<file path="config.mk">
export PLATFORM = sky130hd
export DESIGN_NAME = sat_counter
export DESIGN_NICKNAME = d
export VERILOG_FILES = /design/src/rtl/sat_counter.sv
export SDC_FILE = /design/constraint.sdc
export NUM_CORES = 1
export LEC_CHECK = 0
export BUFFER_PORTS_ARGS = -buffer_cell sky130_fd_sc_hd__buf_4
export CORE_UTILIZATION = 53
export DETAILED_ROUTE_END_ITERATION = 10
export PLACE_DENSITY = 0.76
export SLEW_MARGIN = 20
export SYNTH_ARGS = -nofsm -noshare
export SYNTH_HDL_FRONTEND = slang
export SYNTH_SLANG_ARGS = --single-unit
</file>
<file path="constraint.sdc">
create_clock -name clk -period 1.8 [get_ports clk]
set_input_delay 0.27 -clock clk [delete_from_list [all_inputs] [get_ports clk]]
set_output_delay 0.27 -clock clk [all_outputs]
set_load 0.01 [all_outputs]
</file>
<file path="src/rtl/sat_counter.sv">
// sat_counter: counter with synchronous clear that sticks at all-ones
module sat_counter #(
  parameter int W = 16
) (
  input  logic         clk,
  input  logic         rst_n,
  input  logic         inc,
  input  logic         clr,
  output logic [W-1:0] cnt
);
  logic [W-1:0] cnt_q, cnt_d;
  // clear wins over increment; increment stops at all-ones
  always_comb cnt_d = clr ? '0 : (inc && !(&cnt_q)) ? cnt_q + 1'b1 : cnt_q;
  // count register
  always_ff @(posedge clk or negedge rst_n)
    if (!rst_n) cnt_q <= '0;
    else cnt_q <= cnt_d;
  assign cnt = cnt_q;
endmodule

</file>
======== Word level (Yosys, flattened, before mapping) ========
Cells that the tools add are included.
operators by class
  add/sub/neg operators ................... 1
  mux-type cells .......................... 2
  reduce and logical (&&, ||, !) cells .... 4
operator list
  kind                   count
  $mux 16                2
  $add 16x1->16 const B  1
  $reduce_and 16->1      1
  $reduce_bool 2->1      1
  $logic_and 1x1->1      1
  $logic_not 1->1        1
storage, ports and cells
  flip-flop bits (word level) ............. 16
  input bits .............................. 4
  output and inout bits ................... 16
  word-level logic and storage cells ...... 8

======== Longest topological paths before layout ========
  depth in word-level cells ............... 5
  depth in mapped cells ................... 5
  mapped depth without buffers ............ 5

======== Worst setup path after synthesis ========
No wires, ideal clock.
  kind .................................... register to register
  start point ............................. register cnt_q[0], in the netlist cnt[0]
  end point ............................... register cnt_q[11], in the netlist cnt[11]
  library setup time ...................... 78 ps
  data arrival time ....................... 1551 ps
  required time ........................... 1722 ps
  path slack .............................. 171 ps
  stages on the path, launching flop included .. 6
  path buffers ............................ 0
  clock period less this slack ............ 1629 ps
  cells stage by stage .................... dfrtp_1 ha_1 nand4_1 nor3_1 or4_1 a21oi_1
on the way
  word-level cells in the longest chain between the ends .. 4
  elaborated cells on any way between the ends .. 7
  classes of those cells .................. add/sub: 1; mux: 2; reduce/logical: 4
ends and longest elaborated chain
  what                                                   line  text
  start, declared                                        11    logic [W-1:0] cnt_q, cnt_d;
  start signal, assigned                                 17    else cnt_q <= cnt_d;
  branches (longest 4 deep; another with $add 16x1->16)  n/a
Several ways; the timed one is not identified. The select of a mux whose other input is x is not followed.
A chain may end at the register's enable or synchronous reset.

======== Final worst setup path ========
  start point ............................. register cnt_q[2], in the netlist cnt[2]
  end point ............................... register cnt_q[1], in the netlist cnt[1]
on the way
  word-level cells in the longest chain between the ends .. 4
ends and longest elaborated chain
  what                                line  text
  $reduce_and 16->1                   13    always_comb cnt_d = clr ? '0 : (inc && !(&cnt_q)) ? cnt_q + 1'b1 : cnt_q;
  $logic_not 1->1                     13
  $logic_and 1x1->1                   13
  $reduce_bool 2->1 (no source line)  n/a
Every way passes these cells.

==> impl_metrics.env <==
export IMPL_synth_flop_cell="dfrtp_1"
export IMPL_hpwl_um=1730
export IMPL_ys_warn_count=0
export IMPL_root_buffer="clkbuf_4"
export IMPL_status="completed"
export IMPL_placed_area_um2=1230
export IMPL_fmax_ghz=0.605
export IMPL_synth_top_area_frac=0.399
export IMPL_worst_path_max_fanout=9
export IMPL_seqPwrFrac=0.531
export IMPL_cts_sinks=16
export IMPL_first_global_vias=833
export IMPL_synth_area_leaders="dfrtp_1 40%, a21oi_1 6.0%, mux2_2 4.5%, and3_1 3.7%, nand2_1 3.4%"
export IMPL_clock_latency_ps=300
export IMPL_antenna_found_initial=0
export IMPL_die_x_um=45.5
export IMPL_cp_required_ps=1960
export IMPL_arrival_ps=1810
export IMPL_routed_via_count=943
export IMPL_core_um2=1750
export IMPL_place_gp_congestion=0.778
export IMPL_critPathCaptureType="flop"
export IMPL_cp_cell_sequence="nand3_1, nor4_4, buf_4, mux2i_1, o311ai_0"
export IMPL_die_area_um2=2070
export IMPL_largest_reg_flops=16
export IMPL_cts_made_buffers=3
export IMPL_fin_area_um2=1300
export IMPL_wl_per_cell_um=14.5
export IMPL_layout_common_cells="31 x buf_4, 16 x dfrtp_1, 12 x a21oi_1"
export IMPL_tritoncts="built"
export IMPL_routed_wl_um=2400
export IMPL_portBuffers=19
export IMPL_fin_crit_sh=0.919
export IMPL_grt_setup_unrepaired="no"
export IMPL_vias_per_cell=5.72
export IMPL_combPwrFrac=0.128
export IMPL_n_antenna_cell=0
export IMPL_rows=15
export IMPL_slew_headroom=0.776
export IMPL_crit_slowest_cell="dfrtp_1"
export IMPL_drc=0
export IMPL_final_hold_viol_count=0
export IMPL_syn_avg_cell_area_um2=9.29
export IMPL_hold_depth=2
export IMPL_clock_skew_ps=10.4
export IMPL_syn_area_um2=1000
export IMPL_htree_num_levels=1
export IMPL_worstMarginPinSlew_ps=333
export IMPL_gr_total_overflow=0
export IMPL_power_leakage_nw=0.596
export IMPL_final_common_cell="buf_4"
export IMPL_hold_class="in2reg"
export IMPL_ys_seq_area_frac=0.399
export IMPL_ant_nets=0
export IMPL_critPathLaunchType="flop"
export IMPL_syn_inst=108
export IMPL_slowest_delay_ps=470
export IMPL_powerDensity_nw_per_um2=559
export IMPL_final_layout_size_suffix_gt1_frac=0.329
export IMPL_swShare=0.267
export IMPL_max_cap_viol_count=0
export IMPL_start_util=0.575
export IMPL_drt_iter0_drc=10
export IMPL_vdd_ir_drop_worst_mv=0.393
export IMPL_r2r_cells=5
export IMPL_firstDrtPassIters=4
export IMPL_grt_max_degree=23
export IMPL_fin_tns_setup_ps=0
export IMPL_p_sw_mw=0.195
export IMPL_path_class="reg2reg"
export IMPL_syn_nets=113
export IMPL_yosysUniqueCellTypes=34
export IMPL_fp_dieH_um=45.5
export IMPL_area_delta_synth_final_pct=29.8
export IMPL_hold_worst_slack_ps=253
export IMPL_clockBufferDepth=2
export IMPL_ys_ff_latch=16
export IMPL_maxSlewViolCount=0
export IMPL_synthArstFlopShare=1.00
export IMPL_grt_pass1_wl_um=3770
export IMPL_clk_pin_slew_ps=90
export IMPL_io_pins=20
export IMPL_setup_viol=0
export IMPL_power_frac_clock=0.341
export IMPL_grt_use_total=0.257
export IMPL_synth_edf_count=0
export IMPL_synth_top_area_cell="dfrtp_1"
export IMPL_nets=146
export IMPL_p_int_mw=0.534
export IMPL_min_period_ps=1650
==> critical path, delay by kind of cell, from the launching register on <==
family	cells	cell delay [ps]
mux	1	190
compound gates	1	130
flops	1	470
buf+inv	1	220
simple gates	2	510
==> synth_stat cells (2+ instances only) <==
library cell / number
dfrtp_1: 16
a21oi_1: 12
nand2_1: 9
and3_1: 6
nand3_1: 5
nor2_1: 5
nor2b_1: 5
nor3_1: 5
inv_1: 4
mux2_2: 4
o31ai_1: 4
or4_1: 4
clkbuf_1: 3
a211oi_1: 2
and4_1: 2
mux2i_1: 2
nor3b_1: 2
nor4_1: 2
==> power groups by stage <==
stage | Sequential (mW) | Clock, mW | Combinational [mW]
after CTS | 0.387 | 0.253 | 0.0930
after global routing | 0.391 | 0.264 | 0.103
final | 0.387 | 0.248 | 0.0931
after floorplan | 0.396 | 0 | 0.0434
after detailed placement | 0.394 | 0 | 0.0914
after global placement | 0.393 | 0 | 0.0890
==> metrics by stage <==
step	worst slack (ps)	power (mW)	cells	util
2_1_floorplan	171	0.439	108	-
3_3_place_gp	174	0.482	158	0.705
3_5_place_dp	114	0.486	158	0.705
4_1_cts	82.2	0.733	163	0.731
5_1_grt	14.9	0.758	165	0.746
6_report	146	0.728	165	0.746
==> repair_timing <==
action / in CTS / in global routing
setup buffers: 0 / 2
endpoints found under the hold margin: 16 / 0
hold buffers: 1 / 0
setup endpoints to repair: 0 / 7
gates resized for setup: 0 / 2
==> final timing paths <==
path,from,endpoint,slack (ps)
max,cnt[2],cnt[1],150
min,inc,cnt[1],250
max reg2reg,cnt[2],cnt[1],150
min reg2reg,cnt[9],cnt[9],600
max in group asynchronous,rst_n,cnt[15],1230
min in group asynchronous,rst_n,cnt[11],380
==> logic make-up (layout without fill, tap and decap cells) <==
logic type,after synthesis,after routing,synth area share
mux,6,6,0.0648
fa+ha+maj,1,1,0.0125
compound gates,24,24,0.153
buf+inv,8,40,0.0374
flops,16,16,0.399
simple gates,53,53,0.333
==> layer usage <==
metal | up-vias | global-route usage | wire (um)
met5 | - | 0 | 0
met4 | 0 | 0.109 | 24
met3 | 3 | 0.0516 | 91
met2 | 26 | 0.394 | 1160
met1 | 439 | 0.350 | 1120
li1 | 475 | - | -
==> layout make-up <==
type	instances	area, um2
fill	160	443
clock buffer	4	36.3
inverter	4	15.0
tap	25	31.3
timing repair buffer	32	243
sequential	16	400
multi-input combinational	84	577
Note: power is estimated with default switching activity, not from simulation.
